$ cat src/rtl/io_bus_master.sv
// io_bus_master: turns one host request into a strobed word-bus cycle,
// waits on the responder's dtack and converts a silent bus into berr.
module io_bus_master #(
  parameter int unsigned TIMEOUT = 255,
  parameter bit          IDLE_RW = 1'b0
) (
  input  logic        clk,
  input  logic        reset,
  input  logic        req,
  input  logic        req_we,
  input  logic [1:0]  req_be,
  input  logic [22:0] req_addr,
  input  logic [15:0] req_wdata,
  output logic        busy,
  output logic        done,
  output logic        berr,
  output logic [15:0] rdata,
  output logic [22:0] ad,
  output logic        as,
  output logic        rw,
  output logic        uds,
  output logic        lds,
  output logic [15:0] od,
  input  logic        dtack,
  input  logic        dv,
  input  logic [15:0] id
);

  localparam int TW = $clog2(TIMEOUT + 1);
  localparam logic [TW-1:0] TLAST = TW'(TIMEOUT - 1);
  localparam logic [TW-1:0] TMAX  = TW'(TIMEOUT);

  typedef enum logic [2:0] {
    S_IDLE,
    S_SETUP,
    S_STROBE,
    S_RELEASE,
    S_NULL
  } state_t;

  state_t        state_q, state_d;
  logic [TW-1:0] timer_q, timer_d;
  logic [1:0]    be_q, be_d;
  logic          pend_q, pend_d;
  logic          busy_q, busy_d;
  logic          done_q, done_d;
  logic          berr_q, berr_d;
  logic [15:0]   rdata_q, rdata_d;
  logic [22:0]   ad_q, ad_d;
  logic          as_q, as_d;
  logic          rw_q, rw_d;
  logic          uds_q, uds_d;
  logic          lds_q, lds_d;
  logic [15:0]   od_q, od_d;

  always_ff @(posedge clk) begin
    if (reset) begin
      state_q <= S_IDLE;
      timer_q <= '0;
      be_q    <= '0;
      pend_q  <= 1'b0;
      busy_q  <= 1'b0;
      done_q  <= 1'b0;
      berr_q  <= 1'b0;
      rdata_q <= 16'hFFFF;
      ad_q    <= '0;
      as_q    <= 1'b0;
      rw_q    <= IDLE_RW;
      uds_q   <= 1'b0;
      lds_q   <= 1'b0;
      od_q    <= '0;
    end else begin
      state_q <= state_d;
      timer_q <= timer_d;
      be_q    <= be_d;
      pend_q  <= pend_d;
      busy_q  <= busy_d;
      done_q  <= done_d;
      berr_q  <= berr_d;
      rdata_q <= rdata_d;
      ad_q    <= ad_d;
      as_q    <= as_d;
      rw_q    <= rw_d;
      uds_q   <= uds_d;
      lds_q   <= lds_d;
      od_q    <= od_d;
    end
  end

  always_comb begin
    state_d = state_q;
    timer_d = timer_q;
    be_d    = be_q;
    pend_d  = pend_q;
    busy_d  = busy_q;
    done_d  = 1'b0;
    berr_d  = 1'b0;
    rdata_d = rdata_q;
    ad_d    = ad_q;
    as_d    = as_q;
    rw_d    = rw_q;
    uds_d   = uds_q;
    lds_d   = lds_q;
    od_d    = od_q;
    unique case (state_q)
      S_IDLE: begin
        if (req) begin
          busy_d = 1'b1;
          if (req_be != 2'b00) begin
            be_d    = req_be;
            ad_d    = req_addr;
            rw_d    = req_we;
            od_d    = req_wdata;
            state_d = S_SETUP;
          end else begin
            state_d = S_NULL;
          end
        end
      end
      S_NULL: begin
        done_d  = 1'b1;
        berr_d  = 1'b1;
        busy_d  = 1'b0;
        state_d = S_IDLE;
      end
      S_SETUP: begin
        as_d    = 1'b1;
        uds_d   = be_q[1];
        lds_d   = be_q[0];
        timer_d = '0;
        state_d = S_STROBE;
      end
      S_STROBE: begin
        // dtack is checked first so it wins over a same-edge timeout
        if (dtack) begin
          if (!rw_q) rdata_d = dv ? id : 16'hFFFF;
          as_d    = 1'b0;
          uds_d   = 1'b0;
          lds_d   = 1'b0;
          pend_d  = 1'b0;
          timer_d = '0;
          state_d = S_RELEASE;
        end else if (timer_q == TLAST) begin
          as_d    = 1'b0;
          uds_d   = 1'b0;
          lds_d   = 1'b0;
          pend_d  = 1'b1;
          timer_d = '0;
          state_d = S_RELEASE;
        end else if (timer_q != TMAX) begin
          timer_d = timer_q + TW'(1);
        end
      end
      S_RELEASE: begin
        if (!dtack || timer_q == TLAST) begin
          done_d  = 1'b1;
          berr_d  = dtack ? 1'b1 : pend_q;
          busy_d  = 1'b0;
          rw_d    = IDLE_RW;
          state_d = S_IDLE;
        end else if (timer_q != TMAX) begin
          timer_d = timer_q + TW'(1);
        end
      end
      default: state_d = S_IDLE;
    endcase
  end

  assign busy  = busy_q;
  assign done  = done_q;
  assign berr  = berr_q;
  assign rdata = rdata_q;
  assign ad    = ad_q;
  assign as    = as_q;
  assign rw    = rw_q;
  assign uds   = uds_q;
  assign lds   = lds_q;
  assign od    = od_q;

endmodule

$ cat config.mk
export PLATFORM = sky130hd
export DESIGN_NAME = io_bus_master
export DESIGN_NICKNAME = d
export VERILOG_FILES = /design/src/rtl/io_bus_master.sv
export SDC_FILE = /design/constraint.sdc
export NUM_CORES = 1
export LEC_CHECK = 0
export CAP_MARGIN = 20
export CORE_MARGIN = 2
export CORE_UTILIZATION = 30
export CTS_CLUSTER_SIZE = 16
export DETAILED_ROUTE_END_ITERATION = 10
export GPL_ROUTABILITY_DRIVEN = 0
export GPL_TIMING_DRIVEN = 0
export SYNTH_ARGS = -nofsm -noshare
export SYNTH_HDL_FRONTEND = slang
export SYNTH_SLANG_ARGS = --single-unit
$ cat constraint.sdc
create_clock -name clk -period 1.6 [get_ports clk]
set_input_delay 0.32 -clock clk [delete_from_list [all_inputs] [get_ports clk]]
set_output_delay 0.32 -clock clk [all_outputs]
set_load 0.05 [all_outputs]
==> reports/summary.txt <==
CP Class: flop to flop
Yosys reg bits: 76
Worst IR Drop VDD: 0.426 mV
DRC errors left: 0
Share of cells above drive strength 1: 38.9%
CTS Buf Count: 9
Number of global-route vias before repair: 3195
Largest net degree at the start of global routing: 14
CTS root buf: clkbuf_8
Crit end category: flop
I/O Pins: 125
Diode count: 0
CP Max Fanout: 5
Layout area overhead: 71.1%
Cell area after synthesis: 0.00320 mm²
Switching fraction of total power: 32.7%
RSZ-0062 raised after global routing: yes
Core box area: 0.0103 mm²
Post-route antenna net violation count: 0
Clock network power share: 29.3%
Ys Warns: 0
Cell with the most instances after synthesis: nand2_1
Worst Max-Slew Pin Slew: 0.527 ns
Failing checks: setup timing
Post-synth ARST share: 0%
Clk_skew: 0.00997 ns
Leading area contributor after synthesis: dfxtp_1
Pleak: 0.00213 µW
Net switching power: 1610 µW
Total GRT Usage: 16.9%
Combinational power share: 28.3%
Setup slack after layout: -0.0860 ns
TritonCTS clock tree: done
Wire length per cell: 14.5 µm
Final hold vios: 0
CTS sink cnt: 76
Highest clock rate: 593 MHz
Sum Neg Setup Slack: -2.40 ns
First drt pass iteration count: 5
Routed WL: 9.84 mm
DIE AREA: 0.0115 mm²
Final Power: 4910 µW
Slew Limit Fails: 0
Max-cap violations: 0
Worst-path clk slew: 0.08 ns
Post-synth EDFFs: 0
H-tree levels: 3
Critical path launch point type: flop
Grt ovf: 0
Number of library cell types mapped by synthesis: 46
Yosys top cell area share: 47.5%
First-pass GRT wire length: 15.7 mm
Critical Path AT: 1.95 ns
Primary FF master, synth: dfxtp_1
Hold Buf Count CTS: 0
Row Count: 37
Port Buffers: 124
Min-Delay Path Class: flop to flop
Mapped Avg Cell Area: 8.42 µm²
First DRT Iteration DRCs: 208
Clock Path Buffers: 2
Commonest cells post-synth: 90 x nand2_1, 76 x dfxtp_1, 53 x a21oi_1
Crit share post-route: 105%
Nets@finish: 604
Post-synthesis sequential area ratio: 47.5%
Max-slew headroom: 65.0%
Dpl hpwl: 6.42 mm
Status: complete, but fails checks
Syn Nets: 445
Flop pwr share: 42.5%
Tmin final: 1.69 ns
Vias per cell: 4.85
Clk Latency, worst-skew pair: 0.35 ns
Int Pwr: 3300 µW
Initial antenna violation count: 0
Die width: 107 µm
Via Count: 3295
Final setup fails: 53
Synth area leaders: dfxtp_1 48%, nand2_1 11%, a21oi_1 8.3%
PwrDens: 897 mW/mm²
Starting Density: 31.0%
Cells after Synth: 380
Worst endpoint required time: 1.86 ns
Chip height: 107 µm
[final timing paths]
| kind | from | end | slack (ns) | cells after the start |
|---|---|---|---|---|
| hold reg to reg | ad[5] | ad[5] | 0.46 | 2 |
| setup / recovery | timer_q[0] | timer_q[6] | -0.09 | 7 |
| setup reg to reg | timer_q[0] | timer_q[6] | -0.09 | 7 |
| hold / removal | ad[5] | ad[5] | 0.46 | 2 |
[cell families (layout without fill, tap and decap cells)]
family	Yosys count	after routing	synth area share [%]
DFF	76	76	47.5
and+or+nand+nor	172	172	26.2
xor gates and xnor gates	1	1	0.274
buffers and inverters	30	193	5.82
adders and majority gates	2	2	0.782
muxes	1	1	0.313
AOI/OAI and AO/OA	98	98	19.1
[cell usage in the layout (no fill, tap or decap), types with 2 or more instances in the layout]
cell,Yosys,routed
a211oi_1,3,2
clkbuf_1,10,4
o21ai_0,9,8
nand2_1,90,56
nor2b_1,4,4
nor2_2,0,14
or3_1,3,2
clkbuf_2,1,30
a21oi_1,53,17
clkbuf_8,0,9
dfxtp_1,76,67
dlygate4sd2_1,0,24
buf_2,7,3
a31oi_1,4,4
nor2_4,0,2
nor2_1,24,8
nor3b_2,0,6
dfxtp_4,0,2
buf_6,8,14
nand3_1,12,11
nor3_1,4,4
nor3b_4,1,2
dfxtp_2,0,7
a21oi_2,0,36
a22o_1,2,2
buf_12,0,3
and3_1,2,2
nor3b_1,19,12
inv_1,3,2
buf_4,1,16
nand2_4,0,23
nand2_2,2,13
or3b_4,2,3
buf_8,0,4
clkinv_2,0,2
clkdlybuf4s15_1,0,14
o21bai_1,16,16
clkinvlp_4,0,2
clkdlybuf4s50_1,0,61
[stage by stage]
step	instances	area [µm²]	setup WS, ns	utilization [%]	hold slack (ns)
2_1_floorplan	380	3200	-0.0878	-	0.440
3_3_place_gp	640	4620	-0.626	44.7	0.441
3_5_place_dp	640	4620	-0.631	44.7	0.447
4_1_cts	674	5160	-0.201	50.0	0.457
5_1_grt	679	5480	-0.196	53.0	0.487
6_report	679	5480	-0.0860	53.0	0.459
[sequential cells by signal, indices dropped and copies added, names as in the netlist]
signal,cells
ad,23
od,16
rdata,16
timer_q,8
state_q,3
be_q,2
as,1
berr,1
busy,1
done,1
lds,1
pend_q,1
rw,1
uds,1
[worst max-delay path: stages (launching register included)]
cell and delay [ns]:
dfxtp_2 0.34, inv_2 0.05, ha_4 0.15, and3_4 0.19, a2111oi_4 0.40, buf_6 0.19
o41ai_4 0.07, a211oi_2 0.21
[repair_timing]
| item | in CTS | in global routing |
|---|---|---|
| cloned | 6 | 1 |
| setup endpoints to repair | 130 | 98 |
| resized for setup | 145 | 172 |
| pin swaps | 74 | 35 |
| buffers inserted | 15 | 7 |
| endpoints found under the hold margin | 0 | 0 |
[final cells by class]
type | instances | area [µm²]
Fill cell | 958 | 4850
Multi-Input combinational cell | 274 | 1990
Sequential cell | 76 | 1540
Timing Repair Buffer | 150 | 1360
Buffer | 25 | 218
Tap cell | 136 | 170
Clock buffer | 9 | 124
Clock inverter | 6 | 63.8
Inverter | 3 | 11.3
[power groups by stage]
stage	Clock, µW	Sequential (µW)	Combinational [µW]
3_3_place_gp	0	2090	1120
3_5_place_dp	0	2100	1130
6_report	1440	2080	1390
5_1_grt	1550	2100	1480
2_1_floorplan	0	2400	393
4_1_cts	1470	2060	1290
[routing by layer]
layer	share of wire, %	routed length, µm	global-route usage (%)	up-vias
li1	-	-	-	1627
met1	45	4390	22.4	1557
met2	47	4650	26.9	101
met3	7.0	684	5.08	10
met4	1.1	112	4.36	0
met5	0	0	0	-
(Power assumes the default switching activity.)
